$ cat config.mk
export PLATFORM = sky130hd
export DESIGN_NAME = otf_converter
export DESIGN_NICKNAME = d
export VERILOG_FILES = /design/src/rtl/otf_pkg.sv /design/src/rtl/otf_digit_append.sv /design/src/rtl/otf_converter.sv
export SDC_FILE = /design/constraint.sdc
export NUM_CORES = 1
export LEC_CHECK = 0
export CAP_MARGIN = 20
export CORE_MARGIN = 5
export CORE_UTILIZATION = 49
export DETAILED_ROUTE_END_ITERATION = 8
export PLACE_DENSITY_LB_ADDON = 0.08
export SLEW_MARGIN = 15
export SYNTH_ARGS = -nofsm -noshare
export SYNTH_HDL_FRONTEND = slang
export SYNTH_SLANG_ARGS = --single-unit
$ cat constraint.sdc
create_clock -name Clk -period 1.15 [get_ports Clk]
set_input_delay 0.115 -clock Clk [delete_from_list [all_inputs] [get_ports Clk]]
set_output_delay 0.115 -clock Clk [all_outputs]
set_load 0.01 [all_outputs]
$ cat src/rtl/otf_pkg.sv
// Shared definitions for the on-the-fly quotient converter: FSM states and digit legality.
package otf_pkg;

  typedef enum logic [1:0] {
    IDLE     = 2'd0,
    CONVERT  = 2'd1,
    WAIT_REM = 2'd2
  } otf_state_e;

  // Legal redundant digits span -r/2..r/2 for r = 2^radix_log2.
  function automatic logic digit_legal(input int radix_log2, input int d);
    int half;
    half = 1 << (radix_log2 - 1);
    return (d >= -half) && (d <= half);
  endfunction

endpackage

$ cat src/rtl/otf_digit_append.sv
// Combinational append of one radix-2^RADIX_LOG2 digit offset onto a selected source register.
module otf_digit_append #(
  parameter int WIDTH      = 8,
  parameter int RADIX_LOG2 = 1
) (
  input  logic [WIDTH-1:0]      src_i,
  input  logic [RADIX_LOG2-1:0] offset_i,
  output logic [WIDTH-1:0]      next_o
);

  assign next_o = {src_i[WIDTH-RADIX_LOG2-1:0], offset_i};

endmodule

$ cat src/rtl/otf_converter.sv
// On-the-fly redundant-digit to binary quotient converter with remainder-sign correction.
// Optional rounding register QPr and RoundUp input are enabled by defining OTF_ROUND_EN.
module otf_converter
  import otf_pkg::*;
#(
  parameter int WIDTH      = 8,
  parameter int RADIX_LOG2 = 1
) (
  input  logic                  Clk,
  input  logic                  Reset,
  input  logic                  Start,
  input  logic                  DigitValid,
  input  logic [RADIX_LOG2:0]   Digit,
  input  logic                  RemValid,
  input  logic                  SignRemainder,
`ifdef OTF_ROUND_EN
  input  logic                  RoundUp,
`endif
  output logic                  Busy,
  output logic                  Done,
  output logic                  Error,
  output logic [WIDTH-1:0]      Q
);

  localparam int NDIG = WIDTH / RADIX_LOG2;
  localparam int CW   = $clog2(NDIG + 1);
  localparam int R    = 1 << RADIX_LOG2;
  localparam logic [CW-1:0] LAST = CW'(NDIG - 1);

  otf_state_e       state_q;
  logic [CW-1:0]    cnt_q;
  logic [WIDTH-1:0] qr_q, qmr_q, q_q;
  logic [WIDTH-1:0] qr_d, qmr_d;
  logic             busy_q, done_q, error_q;

  logic signed [31:0]    d_int;
  logic                  d_legal;
  logic [RADIX_LOG2-1:0] off_q, off_qm;
  logic [WIDTH-1:0]      qr_src, qmr_src, q_sel;

  assign d_int   = 32'($signed(Digit));
  assign d_legal = digit_legal(RADIX_LOG2, d_int);

  // Offsets d, d-1 (and d+1) modulo r are exactly the low RADIX_LOG2 bits.
  assign off_q   = Digit[RADIX_LOG2-1:0];
  assign off_qm  = Digit[RADIX_LOG2-1:0] - RADIX_LOG2'(1);
  assign qr_src  = (d_int >= 0) ? qr_q : qmr_q;
  assign qmr_src = (d_int > 0)  ? qr_q : qmr_q;

  otf_digit_append #(.WIDTH(WIDTH), .RADIX_LOG2(RADIX_LOG2)) u_qr (
    .src_i(qr_src), .offset_i(off_q), .next_o(qr_d)
  );

  otf_digit_append #(.WIDTH(WIDTH), .RADIX_LOG2(RADIX_LOG2)) u_qmr (
    .src_i(qmr_src), .offset_i(off_qm), .next_o(qmr_d)
  );

`ifdef OTF_ROUND_EN
  logic [WIDTH-1:0]      qpr_q, qpr_d, qpr_src;
  logic [RADIX_LOG2-1:0] off_qp;

  assign off_qp  = Digit[RADIX_LOG2-1:0] + RADIX_LOG2'(1);
  assign qpr_src = (d_int <= R - 2) ? qr_q : qpr_q;

  otf_digit_append #(.WIDTH(WIDTH), .RADIX_LOG2(RADIX_LOG2)) u_qpr (
    .src_i(qpr_src), .offset_i(off_qp), .next_o(qpr_d)
  );

  always_comb begin
    q_sel = qr_q;
    if (RoundUp) q_sel = SignRemainder ? qr_q  : qpr_q;
    else         q_sel = SignRemainder ? qmr_q : qr_q;
  end
`else
  assign q_sel = SignRemainder ? qmr_q : qr_q;
`endif

  // NOTE: all state updates use non-blocking assignments so every register samples pre-edge values.
  always_ff @(posedge Clk) begin
    if (Reset) begin
      state_q <= IDLE;
      cnt_q   <= '0;
      qr_q    <= '0;
      qmr_q   <= '0;
      q_q     <= '0;
      busy_q  <= 1'b0;
      done_q  <= 1'b0;
      error_q <= 1'b0;
`ifdef OTF_ROUND_EN
      qpr_q   <= '0;
`endif
    end else begin
      done_q <= 1'b0;
      case (state_q)
        IDLE: begin
          if (Start) begin
            qr_q    <= '0;
            qmr_q   <= '1;
`ifdef OTF_ROUND_EN
            qpr_q   <= WIDTH'(1);
`endif
            cnt_q   <= '0;
            error_q <= 1'b0;
            busy_q  <= 1'b1;
            state_q <= CONVERT;
          end
        end
        CONVERT: begin
          if (DigitValid) begin
            if (d_legal) begin
              qr_q  <= qr_d;
              qmr_q <= qmr_d;
`ifdef OTF_ROUND_EN
              qpr_q <= qpr_d;
`endif
              cnt_q <= cnt_q + CW'(1);
              if (cnt_q == LAST) state_q <= WAIT_REM;
            end else begin
              error_q <= 1'b1;
            end
          end
        end
        WAIT_REM: begin
          if (RemValid) begin
            q_q     <= q_sel;
            done_q  <= 1'b1;
            busy_q  <= 1'b0;
            state_q <= IDLE;
          end
        end
        default: begin
          busy_q  <= 1'b0;
          state_q <= IDLE;
        end
      endcase
    end
  end

  assign Busy  = busy_q;
  assign Done  = done_q;
  assign Error = error_q;
  assign Q     = q_q;

endmodule

==> flow_summary.html, run 1 <==
<table>
<tr><th>Metric</th><th>Value</th></tr>
<tr><th colspan="2">Placement</th></tr>
<tr><td>Final weighted congestion in routability-driven placement</td><td>0.933</td></tr>
<tr><td>Placement Setup Slack</td><td>-0.433 ns</td></tr>
<tr><td>Cells after DPL</td><td>263</td></tr>
<tr><td>PortBufs</td><td>18</td></tr>
<tr><td>Post-DP HPWL</td><td>2860 um</td></tr>
<tr><td>Post-Place Cell Area</td><td>0.00203 mm^2</td></tr>
<tr><th colspan="2">Clocking</th></tr>
<tr><td>TritonCTS buffer count</td><td>5</td></tr>
<tr><td>TritonCTS sink count</td><td>33</td></tr>
<tr><td>Root Buffer Master</td><td>sky130_fd_sc_hd__clkbuf_4</td></tr>
<tr><td>Number of buffers on the longest clock path</td><td>2</td></tr>
<tr><td>Postcts setup bufs</td><td>0</td></tr>
<tr><td>Clock latency on the worst-skew pair</td><td>0.34 ns</td></tr>
<tr><td>Clock tree from TritonCTS</td><td>yes</td></tr>
<tr><td>H-tree levels</td><td>2</td></tr>
<tr><td>Clock-pin slew reported for the worst setup and hold paths after clock tree synthesis</td><td>0.10 ns</td></tr>
<tr><th colspan="2">Pwr</th></tr>
<tr><td>Relative contribution of sequential cells to total power</td><td>0.546</td></tr>
<tr><td>Relative contribution of combinational cells to total power</td><td>0.174</td></tr>
<tr><td>Post-layout power</td><td>2.25 mW</td></tr>
<tr><td>Standby leakage power</td><td>0.881 nW</td></tr>
<tr><td>Share of total power in the clock network</td><td>0.281</td></tr>
<tr><td>Power per Cell Area</td><td>1040 mW/mm^2</td></tr>
<tr><td>Internal power consumption</td><td>1.63 mW</td></tr>
<tr><td>Net Sw Frac</td><td>0.277</td></tr>
<tr><td>Switching power</td><td>0.623 mW</td></tr>
<tr><td>Max rail drop VDD</td><td>872 uV</td></tr>
<tr><th colspan="2">Route</th></tr>
<tr><td>Ratio of routed vias to standard cells</td><td>5.49</td></tr>
<tr><td>Per-cell routed wire length</td><td>14.9 um</td></tr>
<tr><td>Total wire length after detailed routing</td><td>4060 um</td></tr>
<tr><td>First-iteration detailed-routing DRC count</td><td>122</td></tr>
<tr><td>DRC</td><td>0</td></tr>
<tr><td>First-pass iteration count of the detailed router</td><td>4</td></tr>
<tr><td>Antenna viol nets, final</td><td>0</td></tr>
<tr><td>Via count</td><td>1493</td></tr>
<tr><th colspan="2">Worst setup path</th></tr>
<tr><td>CP max FO</td><td>5</td></tr>
<tr><td>Kind of capture point of the worst setup path</td><td>flop</td></tr>
<tr><td>Reg-to-reg critical path startpoint</td><td>state_q[0]</td></tr>
<tr><td>Register-to-register setup slack</td><td>-0.15 ns</td></tr>
<tr><td>Worst Reg2Reg Path Length in Cells</td><td>5</td></tr>
<tr><td>Critical path startpoint category</td><td>flop</td></tr>
<tr><td>Data required, critical path</td><td>1.43 ns</td></tr>
<tr><td>Worst Path Arrival</td><td>1.57 ns</td></tr>
<tr><td>Worst Setup Path Type</td><td>flop to flop</td></tr>
<tr><td>Worst r2r dst</td><td>cnt_q[3]</td></tr>
<tr><th colspan="2">Synth</th></tr>
<tr><td>Number of distinct standard cells referenced by the synthesized netlist</td><td>33</td></tr>
<tr><td>Post-synth top cells</td><td>33 x sky130_fd_sc_hd__dfxtp_1, 25 x sky130_fd_sc_hd__nand2_1, 17 x sky130_fd_sc_hd__a21oi_1</td></tr>
<tr><td>Share of the synthesized area in the top cell type</td><td>0.413</td></tr>
<tr><td>Post-synth ARST share</td><td>0</td></tr>
<tr><td>Synth Instances</td><td>182</td></tr>
<tr><td>Synthesis warning total</td><td>0</td></tr>
<tr><td>Count of state elements after synthesis</td><td>33</td></tr>
<tr><td>Synth Cell Area</td><td>0.00160 mm^2</td></tr>
<tr><td>Commonest register cell after synthesis</td><td>sky130_fd_sc_hd__dfxtp_1</td></tr>
<tr><td>Nets in the synthesized netlist</td><td>191</td></tr>
<tr><td>Main area contributors after synthesis</td><td>sky130_fd_sc_hd__dfxtp_1 41%, sky130_fd_sc_hd__nand2_1 5.9%, sky130_fd_sc_hd__a21oi_1 5.3%, sky130_fd_sc_hd__mux2i_1 5.0%, sky130_fd_sc_hd__mux2_2 4.9%</td></tr>
<tr><td>Portion of the post-synthesis area used by sequential elements</td><td>0.413</td></tr>
<tr><td>Library cell occupying the most area in the post-synthesis netlist</td><td>sky130_fd_sc_hd__dfxtp_1</td></tr>
<tr><td>Library cell with the highest instance count after synthesis</td><td>sky130_fd_sc_hd__dfxtp_1</td></tr>
<tr><td>Synthesized area divided by synthesized cell count</td><td>8.78 um^2</td></tr>
<tr><td>Number of synthesized flops with an enable pin</td><td>0</td></tr>
<tr><th colspan="2">Worst hold path</th></tr>
<tr><td>Worst hold stages</td><td>5</td></tr>
<tr><td>Hold path start</td><td>Digit[1]</td></tr>
<tr><td>End point of the worst hold path</td><td>qr_q[7]</td></tr>
<tr><td>Kind of path behind the tightest hold check</td><td>primary input to flop</td></tr>
<tr><th colspan="2">Timing</th></tr>
<tr><td>Final worst-path setup slack</td><td>-0.145 ns</td></tr>
<tr><td>TNS Setup</td><td>-1.57 ns</td></tr>
<tr><td>Fin crit share</td><td>1.13</td></tr>
<tr><td>Transition time at the pin with the least slew margin</td><td>0.400 ns</td></tr>
<tr><td>Min Hold Slack</td><td>0.380 ns</td></tr>
<tr><td>Finish-stage setup viols</td><td>21</td></tr>
<tr><td>RSZ-0062 raised after global routing</td><td>yes</td></tr>
<tr><td>Final count of pins violating max slew</td><td>0</td></tr>
<tr><td>Final Hold Vio Count</td><td>0</td></tr>
<tr><td>Maximum clock rate</td><td>772 MHz</td></tr>
<tr><td>Rel. slew slack</td><td>0.733</td></tr>
<tr><td>Post-Route Skew</td><td>0.00305 ns</td></tr>
<tr><td>Final critical path time including I/O delays and setup</td><td>1.30 ns</td></tr>
<tr><th colspan="2">Floorplanning</th></tr>
<tr><td>Core area</td><td>0.00310 mm^2</td></tr>
<tr><td>Die Ht</td><td>67.1 um</td></tr>
<tr><td>Number of placed I/O pins</td><td>19</td></tr>
<tr><td>Initial core utilization</td><td>0.515</td></tr>
<tr><td>Width of the die</td><td>67.1 um</td></tr>
<tr><td>Row count</td><td>20</td></tr>
<tr><td>DIE AREA</td><td>0.00450 mm^2</td></tr>
<tr><th colspan="2">Global routing</th></tr>
<tr><td>Via count of the first global-routing pass</td><td>1412</td></tr>
<tr><td>Global-route wire length before repair</td><td>6680 um</td></tr>
<tr><td>Pin count of the biggest net entering global routing</td><td>20</td></tr>
<tr><td>Total routing usage reported by global routing</td><td>0.197</td></tr>
<tr><td>Number of antenna violations at the first check in global routing</td><td>0</td></tr>
<tr><td>Sum of overflow across all layers after global routing</td><td>0</td></tr>
<tr><th colspan="2">Finish</th></tr>
<tr><td>Layout Cells excl Fill</td><td>272</td></tr>
<tr><td>Number of antenna repair diodes</td><td>0</td></tr>
<tr><td>Area overhead of the layout relative to synthesis</td><td>35.5%</td></tr>
<tr><td>Net count of the finished layout</td><td>236</td></tr>
<tr><td>Fraction of final layout cells sized beyond drive strength 1</td><td>0.307</td></tr>
<tr><td>Post-route cell area</td><td>0.00216 mm^2</td></tr>
<tr><td>Core utilization of the finished layout</td><td>0.698</td></tr>
<tr><th colspan="2">Flow run</th></tr>
<tr><td>Count of max-cap constraint violations</td><td>0</td></tr>
<tr><th colspan="2">Outcome</th></tr>
<tr><td>Failing checks</td><td>negative setup slack</td></tr>
<tr><td>Result of the run</td><td>finished with violations</td></tr>
</table>
## cell type report
| type | instances | area, um^2 |
|---|---|---|
| inverter | 1 | 3.75 |
| fill | 263 | 938 |
| clock buffer | 6 | 41.3 |
| tap | 44 | 55.1 |
| timing repair buffer | 49 | 472 |
| multi-input combinational | 137 | 917 |
| sequential | 33 | 666 |
| clock inverter | 2 | 10.0 |
## kinds of logic (layout without fill, tap and decap cells)
logic type / Yosys count / after routing / share of synthesized area
AOI/OAI and AO/OA: 61 / 61 / 0.236
adders and majority gates: 1 / 1 / 0.00783
buffers and inverters: 13 / 58 / 0.0572
DFF: 33 / 33 / 0.413
and+or+nand+nor: 59 / 60 / 0.186
muxes: 15 / 15 / 0.0995
## repair_timing
item / in CTS / in global routing
setup endpoints to repair: 38 / 32
pin swaps: 8 / 10
gates cloned: 2 / 0
gates resized for setup: 19 / 22
hold buffers: 0 / 0
## cell usage in the layout, fill, tap and decap left out, drive strengths merged, types with 4 or more instances in the layout
cell type,Yosys,final
clkbuf,5,6
dfxtp,33,33
nand2,25,25
buf,7,31
o21ai,16,16
a211oi,9,9
a21oi,18,18
a31oi,7,7
dlygate4sd2,0,10
o21a,8,8
clkdlybuf4s50,0,5
mux2i,8,8
nor2,13,14
nand2b,4,4
mux2,7,7
## metal layers
layer  wire (um)  vias up  track usage
met3         220        8       0.0624
met4          39        0       0.0658
met1        1860      713        0.255
li1            -      737            -
met5           0        -            0
met2        1940       35        0.309
## worst max-delay path, stage by stage (launching register included)
cell and delay (ns):
sky130_fd_sc_hd__dfxtp_2 0.36, sky130_fd_sc_hd__and2b_2 0.25, sky130_fd_sc_hd__a21oi_4 0.05, sky130_fd_sc_hd__buf_6 0.12, sky130_fd_sc_hd__or3_4 0.33, sky130_fd_sc_hd__a21oi_2 0.14
## sequential cells by signal, indices dropped and copies added (netlist names)
name     count
Q            8
Error        1
Done         1
qmr_q        8
state_q      2
qr_q         8
cnt_q        4
Busy         1
## worst max-delay path by stage
stage,depth (start not counted),endpoint,slack [ns],from
5_1_grt,5,cnt_q[3],-0.19,state_q[0]
4_1_cts,5,cnt_q[3],-0.14,state_q[0]
2_1_floorplan,6,qmr_q[4],0.005,state_q[0]
3_3_place_gp,6,cnt_q[3],-0.40,DigitValid
6_report,5,cnt_q[3],-0.15,state_q[0]
3_5_place_dp,6,cnt_q[3],-0.43,DigitValid
## power by group through the flow
| stage | clock network, mW | registers (mW) | logic, mW |
|---|---|---|---|
| 3_3_place_gp | 0 | 1.25 | 0.358 |
| 6_report | 0.631 | 1.23 | 0.390 |
| 4_1_cts | 0.648 | 1.22 | 0.380 |
| 2_1_floorplan | 0 | 1.24 | 0.214 |
| 3_5_place_dp | 0 | 1.25 | 0.367 |
| 5_1_grt | 0.720 | 1.23 | 0.422 |
Power figures use the tool's default switching activity.
==> run 2: changes to the inputs <==
Settings changed: CELL_PAD_IN_SITES_DETAIL_PLACEMENT set to 1, CELL_PAD_IN_SITES_GLOBAL_PLACEMENT set to 1, CORE_UTILIZATION 49 to 37.
==> run 2 against run 1 <==
Effect of this change: combinational power increased by 18%; the flow still finishes with violations (negative setup slack); non-clock buffer count unchanged; clock-buffer cell count increased by 1; maximum frequency decreased by 4.2%; sequential share of layout area decreased by 1.8 points; largest power group unchanged; clock skew increased by 0.0021 ns; critical path depth unchanged; clock power increased by 82%; sequential power about the same; utilization decreased by 13 points; highest routed layer unchanged; global-route usage decreased by 0.29 points.
==> flow_summary.html, run 2 (synthesized netlist as in run 1, its figures left out) <==
<table>
<tr><th>Metric</th><th>Value</th></tr>
<tr><th colspan="2">Outcome</th></tr>
<tr><td>Result of the run</td><td>finished with violations</td></tr>
<tr><td>Failing checks</td><td>negative setup slack</td></tr>
<tr><th colspan="2">Worst setup path</th></tr>
<tr><td>End of the critical path</td><td>qmr_q[1]</td></tr>
<tr><td>Worst r2r dst</td><td>qmr_q[1]</td></tr>
<tr><td>Kind of capture point of the worst setup path</td><td>flop</td></tr>
<tr><td>Reg-to-reg critical path startpoint</td><td>state_q[0]</td></tr>
<tr><td>Worst Reg2Reg Path Length in Cells</td><td>5</td></tr>
<tr><td>Register-to-register setup slack</td><td>-0.20 ns</td></tr>
<tr><td>CP max FO</td><td>8</td></tr>
<tr><td>Data required, critical path</td><td>1.33 ns</td></tr>
<tr><td>Worst Path Arrival</td><td>1.53 ns</td></tr>
<tr><td>Worst Setup Path Type</td><td>flop to flop</td></tr>
<tr><td>Critical path startpoint category</td><td>flop</td></tr>
<tr><td>Worst setup startpoint</td><td>state_q[0]</td></tr>
<tr><th colspan="2">Pwr</th></tr>
<tr><td>Relative contribution of combinational cells to total power</td><td>0.161</td></tr>
<tr><td>Switching power</td><td>0.721 mW</td></tr>
<tr><td>Relative contribution of sequential cells to total power</td><td>0.433</td></tr>
<tr><td>Max rail drop VDD</td><td>870 uV</td></tr>
<tr><td>Power per Cell Area</td><td>1230 mW/mm^2</td></tr>
<tr><td>Net Sw Frac</td><td>0.254</td></tr>
<tr><td>Standby leakage power</td><td>0.898 nW</td></tr>
<tr><td>Share of total power in the clock network</td><td>0.406</td></tr>
<tr><td>Internal power consumption</td><td>2.12 mW</td></tr>
<tr><td>Post-layout power</td><td>2.84 mW</td></tr>
<tr><th colspan="2">Finish</th></tr>
<tr><td>Area overhead of the layout relative to synthesis</td><td>44.4%</td></tr>
<tr><td>Most used cells in the layout excluding fill and tap cells</td><td>30 x sky130_fd_sc_hd__dfxtp_1, 24 x sky130_fd_sc_hd__nand2_1, 17 x sky130_fd_sc_hd__buf_4</td></tr>
<tr><td>Net count of the finished layout</td><td>236</td></tr>
<tr><td>Area of the multi-input gates</td><td>973 um^2</td></tr>
<tr><td>Fraction of final layout cells sized beyond drive strength 1</td><td>0.360</td></tr>
<tr><td>Number of antenna repair diodes</td><td>0</td></tr>
<tr><td>Number of fill cells</td><td>465</td></tr>
<tr><td>Commonest non-fill, non-tap cell in the layout</td><td>sky130_fd_sc_hd__dfxtp_1</td></tr>
<tr><td>Storage element area</td><td>667 um^2</td></tr>
<tr><th colspan="2">Floorplanning</th></tr>
<tr><td>Number of placed I/O pins</td><td>19</td></tr>
<tr><td>Width of the die</td><td>75.7 um</td></tr>
<tr><td>Die Ht</td><td>75.7 um</td></tr>
<tr><td>Row count</td><td>23</td></tr>
<tr><td>Core area</td><td>0.00409 mm^2</td></tr>
<tr><td>Initial core utilization</td><td>0.391</td></tr>
<tr><td>DIE AREA</td><td>0.00573 mm^2</td></tr>
<tr><th colspan="2">Clocking</th></tr>
<tr><td>H-tree levels</td><td>2</td></tr>
<tr><td>TritonCTS sink count</td><td>33</td></tr>
<tr><td>Clock-pin slew reported for the worst setup and hold paths after clock tree synthesis</td><td>0.07 ns</td></tr>
<tr><td>Clock tree from TritonCTS</td><td>yes</td></tr>
<tr><td>TritonCTS buffer count</td><td>5</td></tr>
<tr><td>Hold-fix buffer count after cts</td><td>0</td></tr>
<tr><td>Clock latency on the worst-skew pair</td><td>0.29 ns</td></tr>
<tr><td>Root Buffer Master</td><td>sky130_fd_sc_hd__clkbuf_8</td></tr>
<tr><td>Number of buffers on the longest clock path</td><td>2</td></tr>
<tr><th colspan="2">Placement</th></tr>
<tr><td>Post-DP HPWL</td><td>3230 um</td></tr>
<tr><td>Final weighted congestion in routability-driven placement</td><td>0.823</td></tr>
<tr><td>PortBufs</td><td>18</td></tr>
<tr><th colspan="2">Global routing</th></tr>
<tr><td>Pin count of the biggest net entering global routing</td><td>20</td></tr>
<tr><td>Global routing met2 resource utilization</td><td>0.321</td></tr>
<tr><td>Total routing usage reported by global routing</td><td>0.194</td></tr>
<tr><td>Met3 Track Usage GR</td><td>0.0383</td></tr>
<tr><td>Number of antenna violations at the first check in global routing</td><td>0</td></tr>
<tr><td>Global-route wire length before repair</td><td>8290 um</td></tr>
<tr><td>Sum of overflow across all layers after global routing</td><td>0</td></tr>
<tr><td>GR met1 Demand/Resource</td><td>0.248</td></tr>
<tr><td>GRT Max-Usage Layer</td><td>met2</td></tr>
<tr><td>Via count of the first global-routing pass</td><td>1639</td></tr>
<tr><th colspan="2">Timing</th></tr>
<tr><td>Final count of pins violating max slew</td><td>0</td></tr>
<tr><td>Maximum clock rate</td><td>740 MHz</td></tr>
<tr><td>Final Hold Vio Count</td><td>0</td></tr>
<tr><td>Finish-stage setup viols</td><td>22</td></tr>
<tr><td>Transition time at the pin with the least slew margin</td><td>0.345 ns</td></tr>
<tr><td>Post-Route Skew</td><td>0.00515 ns</td></tr>
<tr><td>Final worst-path setup slack</td><td>-0.202 ns</td></tr>
<tr><td>Fin crit share</td><td>1.18</td></tr>
<tr><td>Final critical path time including I/O delays and setup</td><td>1.35 ns</td></tr>
<tr><td>RSZ-0062 raised after global routing</td><td>yes</td></tr>
<tr><td>Rel. slew slack</td><td>0.764</td></tr>
<tr><td>TNS Setup</td><td>-3.46 ns</td></tr>
<tr><th colspan="2">Route</th></tr>
<tr><td>First-pass iteration count of the detailed router</td><td>4</td></tr>
<tr><td>Via count</td><td>1584</td></tr>
<tr><td>Total wire length after detailed routing</td><td>5480 um</td></tr>
<tr><td>First-iteration detailed-routing DRC count</td><td>65</td></tr>
<tr><td>Antenna viol nets, final</td><td>0</td></tr>
<tr><td>Per-cell routed wire length</td><td>19.7 um</td></tr>
<tr><td>DRC</td><td>0</td></tr>
<tr><td>Ratio of routed vias to standard cells</td><td>5.70</td></tr>
<tr><th colspan="2">Flow run</th></tr>
<tr><td>Count of max-cap constraint violations</td><td>0</td></tr>
<tr><th colspan="2">Worst hold path</th></tr>
<tr><td>Kind of path behind the tightest hold check</td><td>flop to flop</td></tr>
<tr><td>Hold path start</td><td>cnt_q[1]</td></tr>
</table>
## run 2: cell types whose count changed in the layout (fill, tap and decap cells not counted), moves of 6 or more
cell	before	now
sky130_fd_sc_hd__o21ai_0	13	3
sky130_fd_sc_hd__a21oi_1	16	10
sky130_fd_sc_hd__o21ai_2	0	6
sky130_fd_sc_hd__clkbuf_8	0	6
sky130_fd_sc_hd__a21oi_2	1	7
## run 2: per-layer routing
layer,wire length (um),vias to the layer above
met5,0,-
met3,266,16
li1,-,743
met4,130,0
met1,2360,790
met2,2720,35
## run 2: layout make-up
cell class | count | share of cell area
timing repair buffer | 49 | 0.210
tap | 50 | 0.0271
clock inverter | 1 | 0.0130
clock buffer | 7 | 0.0374
inverter | 1 | 0.00163
sequential | 33 | 0.289
multi-input combinational | 137 | 0.422
## run 2: worst max-delay path, cell delays in order (launching register included)
cell	delay, ns
sky130_fd_sc_hd__dfxtp_4	0.37
sky130_fd_sc_hd__and2b_2	0.25
sky130_fd_sc_hd__a21oi_4	0.23
sky130_fd_sc_hd__buf_6	0.15
sky130_fd_sc_hd__nor2_4	0.06
sky130_fd_sc_hd__o21a_1	0.18
## run 2: repair_timing
item	CTS	global route
pin swaps	21	15
buffers inserted	3	4
cloned	2	0
endpoints found under the setup margin	40	31
gates resized for setup	45	25
## run 2: how the worst min path moves through the flow
stage | slack (ns) | cells past startpoint | to
2_1_floorplan | 0.26 | 2 | Error
3_3_place_gp | 0.45 | 1 | qmr_q[7]
3_5_place_dp | 0.48 | 1 | qmr_q[7]
4_1_cts | 0.49 | 2 | cnt_q[1]
5_1_grt | 0.48 | 2 | cnt_q[1]
6_report | 0.47 | 2 | cnt_q[1]
## run 2: per-stage QoR
step | hold slack (ns) | cells | instance area (um^2) | utilization | setup WS, ns
floorplan | 0.263 | 182 | 1610 | - | 0.00477
global placement | 0.447 | 264 | 2000 | 0.489 | -0.429
global route | 0.480 | 278 | 2310 | 0.565 | -0.230
finish | 0.469 | 278 | 2310 | 0.565 | -0.202
detailed placement | 0.479 | 264 | 2000 | 0.489 | -0.459
CTS | 0.489 | 276 | 2200 | 0.538 | -0.151
## run 2: power by group through the flow
stage	sequential [mW]	clock, mW	combinational (mW)
2_1_floorplan	1.24	0	0.214
3_3_place_gp	1.25	0	0.357
3_5_place_dp	1.25	0	0.367
4_1_cts	1.23	1.15	0.407
5_1_grt	1.24	1.23	0.490
6_report	1.23	1.15	0.459
==> run 3: changes to the inputs <==
Settings changed: HOLD_SLACK_MARGIN set to 0.03.
==> results of run 3 <==
Final layout, timing and power as in run 2 (identical DEF).
